<file path="config.mk">
export PLATFORM = sky130hd
export DESIGN_NAME = mem_arbiter
export DESIGN_NICKNAME = d
export VERILOG_FILES = /design/src/rtl/mem_arbiter.sv
export SDC_FILE = /design/constraint.sdc
export NUM_CORES = 1
export LEC_CHECK = 0
export ABC_AREA = 0
export CORE_AREA = 2 2 103 105
export CTS_CLUSTER_SIZE = 28
export DETAILED_ROUTE_END_ITERATION = 12
export DIE_AREA = 0 0 105 107
export PLACE_DENSITY = 0.73
export REMOVE_ABC_BUFFERS = 1
export SYNTH_ARGS = -nofsm -noshare
export SYNTH_HDL_FRONTEND = slang
export SYNTH_SLANG_ARGS = --single-unit
export TNS_END_PERCENT = 20
</file>
<file path="constraint.sdc">
create_clock -name clk -period 5.9 [get_ports clk]
set_clock_uncertainty 0.15 [all_clocks]
set_input_delay 0.885 -clock clk [delete_from_list [all_inputs] [get_ports clk]]
set_output_delay 0.885 -clock clk [all_outputs]
set_load 0.03 [all_outputs]
</file>
<file path="src/rtl/mem_arbiter.sv">
// mem_arbiter: shares one single-port synchronous RAM between the instruction
// fetch port (I) and the load/store port (D). D wins by default; a starvation
// counter forces an I grant once I has been denied MAX_WAIT cycles in a row.
// Read data returns one cycle after the grant and is routed to its owner.
module mem_arbiter #(
  parameter int ADDR_WIDTH = 30,
  parameter int MAX_WAIT   = 4,
  parameter int CNT_WIDTH  = 8
) (
  input  logic                  clk,
  input  logic                  rst,
  // instruction fetch port
  input  logic                  i_ireq,
  input  logic [ADDR_WIDTH-1:0] i_iaddr,
  output logic                  o_igrant,
  output logic                  o_irvalid,
  output logic [31:0]           o_irdata,
  // data / LSU port
  input  logic                  i_dreq,
  input  logic [ADDR_WIDTH-1:0] i_daddr,
  input  logic                  i_dwe,
  input  logic [3:0]            i_dmask,
  input  logic [31:0]           i_dwdata,
  output logic                  o_dgrant,
  output logic                  o_drvalid,
  output logic [31:0]           o_drdata,
  // shared memory port
  output logic                  o_mem_en,
  output logic [ADDR_WIDTH-1:0] o_mem_addr,
  output logic                  o_mem_we,
  output logic [3:0]            o_mem_mask,
  output logic [31:0]           o_mem_data,
  input  logic [31:0]           i_mem_data
);

  // Who owns the read data arriving from the RAM next cycle.
  typedef enum logic [1:0] {
    OWN_NONE = 2'd0,
    OWN_I    = 2'd1,
    OWN_D    = 2'd2
  } owner_t;

  localparam logic [CNT_WIDTH-1:0] WAIT_LIMIT = CNT_WIDTH'(MAX_WAIT);

  logic [CNT_WIDTH-1:0] wait_cnt;
  logic [CNT_WIDTH-1:0] wait_cnt_next;
  owner_t               rsp_owner;
  owner_t               rsp_owner_next;
  logic                 force_i;
  logic                 igrant;
  logic                 dgrant;

  // Arbitration: D has priority unless I has starved long enough; no grants in reset.
  always_comb begin
    force_i = (wait_cnt == WAIT_LIMIT);
    igrant  = !rst && i_ireq && (!i_dreq || force_i);
    dgrant  = !rst && i_dreq && !igrant;
  end

  assign o_igrant = igrant;
  assign o_dgrant = dgrant;

  // Memory port mux: the granted requester drives the RAM, otherwise all zero.
  always_comb begin
    // NOTE: every output of a combinational block gets a default first so no
    // path leaves it unassigned, which would otherwise infer a latch.
    o_mem_en   = 1'b0;
    o_mem_addr = '0;
    o_mem_we   = 1'b0;
    o_mem_mask = 4'b0000;
    o_mem_data = 32'h0;
    if (igrant) begin
      o_mem_en   = 1'b1;
      o_mem_addr = i_iaddr;
    end else if (dgrant) begin
      o_mem_en   = 1'b1;
      o_mem_addr = i_daddr;
      o_mem_we   = i_dwe;
      o_mem_mask = i_dwe ? i_dmask : 4'b0000;
      o_mem_data = i_dwdata;
    end
  end

  // Next-state logic for the starvation counter and the response owner.
  always_comb begin
    wait_cnt_next  = wait_cnt;
    rsp_owner_next = OWN_NONE;

    // The counter only runs while I is actually waiting; any grant or a
    // dropped request restarts it. It saturates, though the forced grant at
    // the limit means saturation is never held for more than one cycle.
    if (!i_ireq || igrant) begin
      wait_cnt_next = '0;
    end else if (wait_cnt != WAIT_LIMIT) begin
      wait_cnt_next = wait_cnt + 1'b1;
    end

    // Writes return nothing, so they leave no owner behind.
    if (igrant) begin
      rsp_owner_next = OWN_I;
    end else if (dgrant && !i_dwe) begin
      rsp_owner_next = OWN_D;
    end
  end

  // State register; reset drops any in-flight response.
  always_ff @(posedge clk or posedge rst) begin
    if (rst) begin
      wait_cnt  <= '0;
      rsp_owner <= OWN_NONE;
    end else begin
      // NOTE: sequential state uses non-blocking assignments so every register
      // samples pre-edge values regardless of statement order.
      wait_cnt  <= wait_cnt_next;
      rsp_owner <= rsp_owner_next;
    end
  end

  // Response routing: RAM read data goes to whoever owned last cycle's read.
  assign o_irvalid = (rsp_owner == OWN_I);
  assign o_drvalid = (rsp_owner == OWN_D);
  assign o_irdata  = o_irvalid ? i_mem_data : 32'h0;
  assign o_drdata  = o_drvalid ? i_mem_data : 32'h0;

endmodule

</file>
Word-level counts from Yosys, hierarchy flattened

Index checks and enable logic that the tools add are counted.

Divide/modulo/power cells: 0
$add $sub $neg: 1
Equality and inequality tests: 4
Multiplexer cells: 17
Bitwise gates (word level): 0
Multiply operators: 0
$lt $le $gt $ge: 0
Shift-type cells: 0
Reductions and logical operators: 13

Operators with widths:

| operator              | count |
|---|---|
| $mux W32              | 4 |
| $mux W30              | 2 |
| $mux W8               | 2 |
| $mux W4               | 3 |
| $add A8 B1 Y8 const B | 1 |
| $eq A8 B3 Y1 const B  | 1 |
| $ne A8 B3 Y1 const B  | 1 |
| $logic_and A1 B1 Y1   | 5 |
| $logic_not A1 Y1      | 5 |
| $mux W1               | 4 |
| $mux W2               | 2 |
| $eq A2 B1 Y1 const B  | 1 |
| $eq A2 B2 Y1 const B  | 1 |
| $logic_or A1 B1 Y1    | 2 |
| $reduce_bool A2 Y1    | 1 |

Memories kept: 0
Input bits: 133
Register bits: 10
Output and inout port bits: 136
RAM bits: 0
Bits in latches: 0
ROM bits: 0
Logic and storage cells: 37

Logic depth before layout (Yosys ltp)

Gate-level depths: netlist of run 1.

Depth after elaboration: 8
Depth in mapped cells: 7

Worst setup path after synthesis of run 1

No wires, ideal clock.

Path kind: input port to output port
From: input rst
To: output o_mem_data[16]
Stages: 3
Data required time: 4865 ps
Arrival time: 2030 ps
Path buffers: 1
Setup slack: 2835 ps
Path through: a311oi_4 -> clkbuf_1 -> and2_1

Longest elaborated chain between the ends: 7
Elaborated cells between the ends (all ways): 8
Those cells by class: mux (2); reduce/logical (6)

RTL lines:

| item                             | line | source |
|---|---|---|
| start, declared                  | 11   | `input logic rst,` |
| $logic_not A1 Y1 (no line) *     | -    |  |
| $logic_and A1 B1 Y1 (2 in a row) | 56   | `igrant = !rst && i_ireq && (!i_dreq \|\| force_i);` |
| $logic_not A1 Y1                 | 57   | `dgrant = !rst && i_dreq && !igrant;` |
| $logic_and A1 B1 Y1 *            | 57   |  |
| net o_dgrant                     | 24   | `output logic o_dgrant,` |
| $mux W32 *                       | 75   | `end else if (dgrant) begin` |
| $mux W32 *                       | 72   | `if (igrant) begin` |
| end, declared                    | 32   | `output logic [31:0] o_mem_data,` |

Mark *: on every way through the listed nets, which the timed path passes. The rest lies on a longest branch.

Final worst setup path of run 1

From: input i_dreq
To: output o_mem_addr[24]

Longest elaborated chain between the ends: 7
Elaborated cells between the ends (all ways): 8
Those cells by class: mux (2); reduce/logical (6)

RTL lines:

| item                | line | source |
|---|---|---|
| start, declared     | 19   | `input logic i_dreq,` |
| $logic_not A1 Y1    | 56   |  |
| $logic_or A1 B1 Y1  | 56   |  |
| $logic_and A1 B1 Y1 | 56   |  |
| $logic_not A1 Y1    | 57   |  |
| $logic_and A1 B1 Y1 | 57   |  |
| $mux W30            | 75   |  |
| $mux W30 *          | 72   |  |
| end, declared       | 29   | `output logic [ADDR_WIDTH-1:0] o_mem_addr,` |

Every way passes the cells marked *; elsewhere a longest branch is shown, timed or not.

==> results of run 1 <==
## metal layers
layer	part of all wire	routed length, um	track usage	vias to the layer above
met1	0.38	3730	0.176	1216
li1	-	-	-	1264
met5	0	0	0	-
met4	0.0058	57	0.0267	0
met2	0.54	5290	0.308	145
met3	0.081	801	0.0304	4
## critical path: cells and delay by family
family	cells	cell delay [ns]
AOI/OAI and AO/OA	2	0.43
buffers and inverters	4	1.97
## sequential cells by signal, indices dropped and copies added (netlist names)
register   cells
wait_cnt       8
rsp_owner      2
## power by group through the flow
| stage | logic, mW | clock network (mW) | registers, mW |
|---|---|---|---|
| 5_1_grt | 0.328 | 0.0933 | 0.0738 |
| 2_1_floorplan | 0.131 | 0 | 0.0737 |
| 6_report | 0.314 | 0.0872 | 0.0737 |
| 4_1_cts | 0.317 | 0.0892 | 0.0736 |
| 3_5_place_dp | 0.315 | 0 | 0.0746 |
| 3_3_place_gp | 0.313 | 0 | 0.0745 |
## worst paths after layout
kind,start,end,slack [ns],depth (start not counted)
worst max-delay path,i_dreq,o_mem_addr[24],1.54,6
worst min-delay path,wait_cnt[6],wait_cnt[6],0.49,2
worst max register to register,wait_cnt[0],rsp_owner[0],3.42,5
worst min register to register,wait_cnt[6],wait_cnt[6],0.49,2
max in group asynchronous,rst,rsp_owner[0],4.30,2
min in group asynchronous,rst,wait_cnt[0],1.01,2
## through the flow
step	setup slack (ns)	cell area, um2
2_1_floorplan	2.05	1550
3_3_place_gp	1.55	4430
6_report	1.54	4490
5_1_grt	1.39	4490
4_1_cts	1.52	4490
3_5_place_dp	1.52	4430
## layout make-up
class / instances / area share
inverter: 5 / 0.00418
timing repair buffer: 272 / 0.604
multi-input combinational: 177 / 0.286
tap: 136 / 0.0379
clock buffer: 4 / 0.0123
sequential: 10 / 0.0557
## Yosys cell counts
| master | count |
|---|---|
| sky130_fd_sc_hd__and2_1 | 98 |
| sky130_fd_sc_hd__a32o_1 | 30 |
| sky130_fd_sc_hd__clkbuf_1 | 14 |
| sky130_fd_sc_hd__dfrtp_1 | 10 |
| sky130_fd_sc_hd__a21oi_1 | 6 |
| sky130_fd_sc_hd__inv_1 | 5 |
| sky130_fd_sc_hd__nand3_1 | 5 |
| sky130_fd_sc_hd__and3_1 | 4 |
| sky130_fd_sc_hd__buf_6 | 4 |
| sky130_fd_sc_hd__nor2_1 | 4 |
| sky130_fd_sc_hd__nor2b_1 | 4 |
| sky130_fd_sc_hd__nor3_1 | 4 |
| sky130_fd_sc_hd__o21ai_0 | 4 |
| sky130_fd_sc_hd__buf_4 | 2 |
| sky130_fd_sc_hd__ha_1 | 2 |
| sky130_fd_sc_hd__or3_1 | 2 |
| sky130_fd_sc_hd__xor2_1 | 2 |
| sky130_fd_sc_hd__a211oi_1 | 1 |
| sky130_fd_sc_hd__a311oi_4 | 1 |
| sky130_fd_sc_hd__nand2_1 | 1 |
| sky130_fd_sc_hd__nand4_1 | 1 |
| sky130_fd_sc_hd__nor3b_2 | 1 |
| sky130_fd_sc_hd__nor4b_4 | 1 |
| sky130_fd_sc_hd__o21ai_4 | 1 |
| sky130_fd_sc_hd__o221ai_2 | 1 |
| sky130_fd_sc_hd__or3_2 | 1 |
| sky130_fd_sc_hd__or3b_2 | 1 |
| sky130_fd_sc_hd__or4b_2 | 1 |
| sky130_fd_sc_hd__or4b_4 | 1 |
## kinds of logic after synthesis
| kind of cell | after synthesis | synth area share |
|---|---|---|
| buffers and inverters | 25 | 0.0791 |
| DFF | 10 | 0.151 |
| and+or+nand+nor | 129 | 0.495 |
| adders and majority gates | 2 | 0.0151 |
| AOI/OAI and AO/OA | 44 | 0.250 |
| xor gates and xnor gates | 2 | 0.0105 |
==> summary.md, run 1 <==
| Metric | Value |
|---|---|
| Cell type of the slowest stage on the worst timing path | sky130_fd_sc_hd__clkdlybuf4s50_1 |
| Sequential cell area fraction in the yosys report | 0.151 |
| Clk Latency, worst-skew pair | 0.24 ns |
| Worst stage delay on the critical path | between 0.7 and 0.8 ns |
| Final worst-path cycle share | 0.740 |
| Number of cells upsized or downsized after cts | 0 |
| Starting density of the core | 0.165 |
| Master cell of the clock root buffer | sky130_fd_sc_hd__clkbuf_8 |
| Per-cell routed wire length | around 16 um |
| Number of failing hold endpoints at the final stage | 0 |
| Drc violations | 0 |
| Psw | 181 uW |
| Post-CTS Setup Inserts | 0 |
| Initial antenna violation count | 0 |
| Total number of clock tree sinks | 10 |
| Final setup viols | 0 |
| Syn Std Cell Area | 1660 um2 |
| Max cap viols | 0 |
| Most used cell along the critical path | sky130_fd_sc_hd__clkdlybuf4s50_1 |
| Largest net degree at the start of global routing | 70 |
| Leakage | ~1.7 nW |
| Number of fillers in the final layout | ~1,000 |
| Cell internal pwr | ~300 uW |
| Slew at the pin with the worst max-slew slack | 0.850 ns |
| Global-route wire length before repair | between 10,000 and 15,000 um |
| Unrepaired setup endpoints after global routing | no |
| Minimum period implied by the final worst setup slack | 4.36 ns |
| Normalized max-slew margin | 0.431 |
| Setup TNS after final layout | 0 ns |
| Worst hold-check slack | between 0.4 and 0.5 ns |
| Most common cell after layout, fill and taps aside | sky130_fd_sc_hd__clkdlybuf4s50_1 |
| Outcome | finished, final reports clean |
| Area of the die | ~11,000 um2 |
| Cell type with the largest total area after synthesis | sky130_fd_sc_hd__and2_1 |
| Total Nets Final | just over 600 |
| Clock tree from TritonCTS | built |
| Clk pwr share | 0.184 |
| Cells along the critical path | clkdlybuf4s50_1 > inv_1 > a311oi_4 > buf_4 > a32o_1 > clkdlybuf4s50_1 |
| Utilization after layout | 0.445 |
| Fraction of final layout cells with drive strength greater than 1 | 0.0385 |
| Total overflow reported by the global router | 0 |
| Main area contributors after synthesis | sky130_fd_sc_hd__and2_1 (37%), sky130_fd_sc_hd__a32o_1 (18%), sky130_fd_sc_hd__dfrtp_1 (15%) |
| Post-route antenna net violation count | 0 |
| Post-synthesis cell count | between 200 and 250 |
| Number of search-and-repair iterations in the first detailed-routing pass | 4 |
| Area Overhead vs Synth | 170% |
| Library cells used by synthesis | 29 |
| Total routed wirelength | roughly 10000 um |
| CP startpoint kind | primary input |
| Vias in the first global route | 2,527 |
| Die Height | between 100 and 150 um |
| Arrival time of the worst setup path | 3.33 ns |
| Power consumption | 475 uW |
| CP Data Required Time | approximately 4.9 ns |
| Final standard cell count with taps included and fillers excluded | 604 |
| Gp weighted congestion | ~0.84 |
| Number of register bits inferred by synthesis | 10 |
| Maximum level of the CTS H-tree | 1 |
| Crit path max fanout | 69 |
| TritonCTS buffer count | 3 |
| Clock Path Buffers | 2 |
| Via count of the routed design | approximately 2,600 |
| Top Ports | 269 |
| Sw Share | 0.380 |
| Fmax | ~0.23 GHz |
| Setup CP Type | in2out |
| Yosys top cell area share | 0.369 |
| Commonest non-fill, non-tap cells in the layout | sky130_fd_sc_hd__clkdlybuf4s50_1 (268), sky130_fd_sc_hd__and2_1 (98), sky130_fd_sc_hd__a32o_1 (30) |
| Fraction of power consumed by combinational cells | 0.661 |
| Total routing usage reported by global routing | 0.157 |
| Max-slew violation total from the final report | 0 |
| Post-placement cell count | 600 |
| Yosys warnings | 0 |
| Via count normalized by instance count | 4.35 |
| IO buf count | 268 |
| Hold bufs inserted after CTS | 0 |
| Initial DRC Count | about 100 |
| Hold crit path type | reg2reg |
| Antenna diode count | 0 |
| Floorplan Core Area | between 10,000 and 15,000 um2 |
| Maximum VDD drop | about 0.00008 V |
| Area of combinational cells with multiple inputs | approximately 1300 um2 |
| Sequential share of power | 0.155 |
| X dimension of the die | ~110 um |
| Register clock-pin slew on the reported worst setup and hold paths | ~0.05 ns |
| Half-perimeter wire length of the detailed placement result | between 8000 and 9000 um |
| Power density normalized to cell area | 106 nW/um2 |
| Critical path endpoint category | output pin |
| FF+latch area | around 250 um2 |
| Post-synthesis area per instance | roughly 8 um2 |
| Std cell rows | 37 |
No activity file was read; power rests on OpenSTA's default activity.
==> run 2: changes to the inputs <==
Settings changed: CORE_AREA 2 2 103 105 to 2 2 105 107, DIE_AREA 0 0 105 107 to 0 0 107 109, PLACE_DENSITY 0.73 to 0.71.
Clock period 5.9 ns to 4.4 ns, I/O delays scaled along.
==> run 2 against run 1 <==
- largest power group unchanged
- largest cell class unchanged
- core utilization decreased by 2.0 points
- highest routed layer unchanged
- critical path type is now reg2out
- first-iteration DRC count up 61%
- sequential cell count unchanged
==> summary.md, run 2 (same netlist as run 1, synthesis figures left out) <==
| Metric | Value |
|---|---|
| Outcome | finished, final reports clean (unchanged) |
| TritonCTS buffer count | 3 (unchanged) |
| Utilization after layout | 0.425 (was 0.445) |
| Leakage | 1.67 nW (about the same) |
| Number of cells upsized or downsized after cts | 0 (unchanged) |
| Biggest regs | wait_cnt x8, rsp_owner x2 (unchanged) |
| Master cell of the clock root buffer | sky130_fd_sc_hd__clkbuf_8 (unchanged) |
| FF+latch area | 250 um2 (unchanged) |
| Sequential share of power | 0.156 (was 0.155) |
| Flip-flop count of the largest register after layout | 8 (unchanged) |
| Instance area after placement | 4450 um2 (was 4430 um2) |
| Global-route wire length before repair | 13,500 um (was 13,900 um) |
| Total routing usage reported by global routing | 0.150 (was 0.157) |
| Number of fillers in the final layout | 1,043 (was 1,015) |
| Total number of clock tree sinks | 10 (unchanged) |
| Fraction of power consumed by combinational cells | 0.658 (was 0.661) |
| Number of failing hold endpoints at the final stage | 0 (unchanged) |
| Maximum VDD drop | 0.0000844 V (was 0.0000811 V) |
| Register clock-pin slew on the reported worst setup and hold paths | 0.05 ns (about the same) |
| Sw Share | 0.378 (was 0.380) |
| Initial antenna violation count | 0 (unchanged) |
| Cells along the critical path | inv_1 > ha_1 > or4b_4 > o21ai_4 > a32o_1 > clkdlybuf4s50_1 (was clkdlybuf4s50_1 > inv_1 > a311oi_4 > buf_4 > a32o_1 > clkdlybuf4s50_1) |
| Area Overhead vs Synth | 171% (was 170%) |
| Total routed wirelength | 9730 um (was 9880 um) |
| Area of the die | 11,700 um2 (was 11,200 um2) |
| Number of search-and-repair iterations in the first detailed-routing pass | 4 (unchanged) |
| Setup TNS after final layout | 0 ns (unchanged) |
| Unrepaired setup endpoints after global routing | no (unchanged) |
| Combined buffer and inverter count along the critical path | 2 (was 4) |
| Max cap viols | 0 (unchanged) |
| Largest net degree at the start of global routing | 52 (was 70) |
| Cell internal pwr | 395 uW (was 294 uW) |
| Gp weighted congestion | 0.812 (was 0.837) |
| Post-route antenna net violation count | 0 (unchanged) |
| Hold bufs inserted after CTS | 0 (unchanged) |
| Post-CTS Setup Inserts | 0 (unchanged) |
| Fraction of final layout cells with drive strength greater than 1 | 0.0405 (was 0.0385) |
| IO buf count | 268 (unchanged) |
| Minimum period implied by the final worst setup slack | about 4 ns |
| CP startpoint kind | register (was primary input) |
| Worst stage delay on the critical path | 0.72 ns (was 0.76 ns) |
| Max-slew violation total from the final report | 0 (unchanged) |
| Final critical-path setup slack | 0.364 ns (was 1.54 ns) |
| X dimension of the die | 107 um (was 105 um) |
| Total overflow reported by the global router | 0 (unchanged) |
| Vias in the first global route | 2,486 (was 2,527) |
| Register containing the most flip-flops in the final layout | wait_cnt (unchanged) |
| Starting density of the core | 0.157 (was 0.165) |
| Largest delay contributor family on the critical path | compound AO/OA/AOI/OAI gates (was buffers and inverters) |
| Power density normalized to cell area | 141 nW/um2 (was 106 nW/um2) |
| Clock tree from TritonCTS | built (unchanged) |
| Final setup viols | 0 (unchanged) |
| Critical path endpoint category | output pin (unchanged) |
| Fmax | about 0.25 GHz |
| Initial DRC Count | 167 (was 104) |
| Commonest non-fill, non-tap cells in the layout | sky130_fd_sc_hd__clkdlybuf4s50_1 (268), sky130_fd_sc_hd__and2_1 (98), sky130_fd_sc_hd__a32o_1 (30) (unchanged) |
| Slew at the pin with the worst max-slew slack | 0.797 ns (was 0.850 ns) |
| Psw | 240 uW (was 181 uW) |
| Antenna diode count | 0 (unchanged) |
| Top Ports | 269 (unchanged) |
| Final worst-path cycle share | 0.917 |
| CP Data Required Time | 3.59 ns (was 4.87 ns) |
| Worst-case setup slack after placement | 0.601 ns (was 1.52 ns) |
| Post-Layout Inst Area | 4500 um2 (was 4490 um2) |
| Most common cell after layout, fill and taps aside | sky130_fd_sc_hd__clkdlybuf4s50_1 (unchanged) |
| Normalized max-slew margin | 0.467 (was 0.431) |
| Std cell rows | 38 (was 37) |
| Die Height | 109 um (was 107 um) |
| Final standard cell count with taps included and fillers excluded | 609 (was 604) |
| Worst hold-check slack | 0.466 ns (was 0.490 ns) |
| Per-cell routed wire length | 16.0 um (was 16.4 um) |
| Half-perimeter wire length of the detailed placement result | 8400 um (was 8460 um) |
| Post-placement cell count | 605 (was 600) |
| Floorplan Core Area | 10,600 um2 (was 10,100 um2) |
| Hold crit path type | reg2reg (unchanged) |
| Total Nets Final | 605 (was 604) |
| Crit path max fanout | 31 (was 69) |
| Maximum level of the CTS H-tree | 1 (unchanged) |
| Via count of the routed design | 2,650 (was 2,629) |
| Clk pwr share | 0.186 (was 0.184) |
| Clk Latency, worst-skew pair | 0.24 ns (about the same) |
| Via count normalized by instance count | 4.35 (about the same) |
| Drc violations | 0 (unchanged) |
| Setup CP Type | reg2out (was in2out) |
| Power consumption | 635 uW (was 475 uW) |
| Clock Path Buffers | 2 (unchanged) |
| Arrival time of the worst setup path | 3.23 ns (was 3.33 ns) |
| Area of combinational cells with multiple inputs | 1280 um2 (unchanged) |
| Cell type of the slowest stage on the worst timing path | sky130_fd_sc_hd__clkdlybuf4s50_1 (unchanged) |
## run 2: final timing paths
check | start | endpoint | slack [ns] | cells after the start
max | wait_cnt[0] | o_mem_addr[17] | 0.36 | 6
max in group asynchronous | rst | rsp_owner[1] | 3.01 | 2
max reg2reg | wait_cnt[0] | rsp_owner[0] | 2.00 | 5
min | wait_cnt[7] | wait_cnt[7] | 0.47 | 2
min reg2reg | wait_cnt[7] | wait_cnt[7] | 0.47 | 2
min in group asynchronous | rst | rsp_owner[0] | 0.79 | 2
## run 2: final cells by class
class | count | share of cell area
timing repair buffer | 273 | 0.604
multi-input combinational | 177 | 0.285
sequential | 10 | 0.0556
tap | 140 | 0.0389
clock buffer | 4 | 0.0122
inverter | 5 | 0.00417
## run 2: layer usage
metal | part of all wire | routed length [um] | up-vias | global-route usage
met2 | 0.53 | 5180 | 173 | 0.291
li1 | - | - | 1269 | -
met5 | 0 | 0 | - | 0
met1 | 0.35 | 3380 | 1197 | 0.158
met3 | 0.10 | 991 | 11 | 0.0389
met4 | 0.018 | 173 | 0 | 0.0417
## run 2: power by group through the flow
stage,clock [mW],combinational (mW),sequential [mW]
2_1_floorplan,0,0.176,0.0989
3_3_place_gp,0,0.417,0.0999
3_5_place_dp,0,0.419,0.100
4_1_cts,0.121,0.421,0.0988
5_1_grt,0.125,0.441,0.0991
6_report,0.118,0.418,0.0989
## run 2: worst min-delay path, cell delays in order (launching register included)
cell and delay [ns]:
sky130_fd_sc_hd__dfrtp_1 0.42, sky130_fd_sc_hd__o21ai_0 0.09, sky130_fd_sc_hd__a21oi_1 0.06
==> run 3: changes to the inputs <==
Settings changed: SKIP_CTS_REPAIR_TIMING set to 1.
==> results of run 3 <==
Final layout, timing and power as in run 2 (identical DEF).
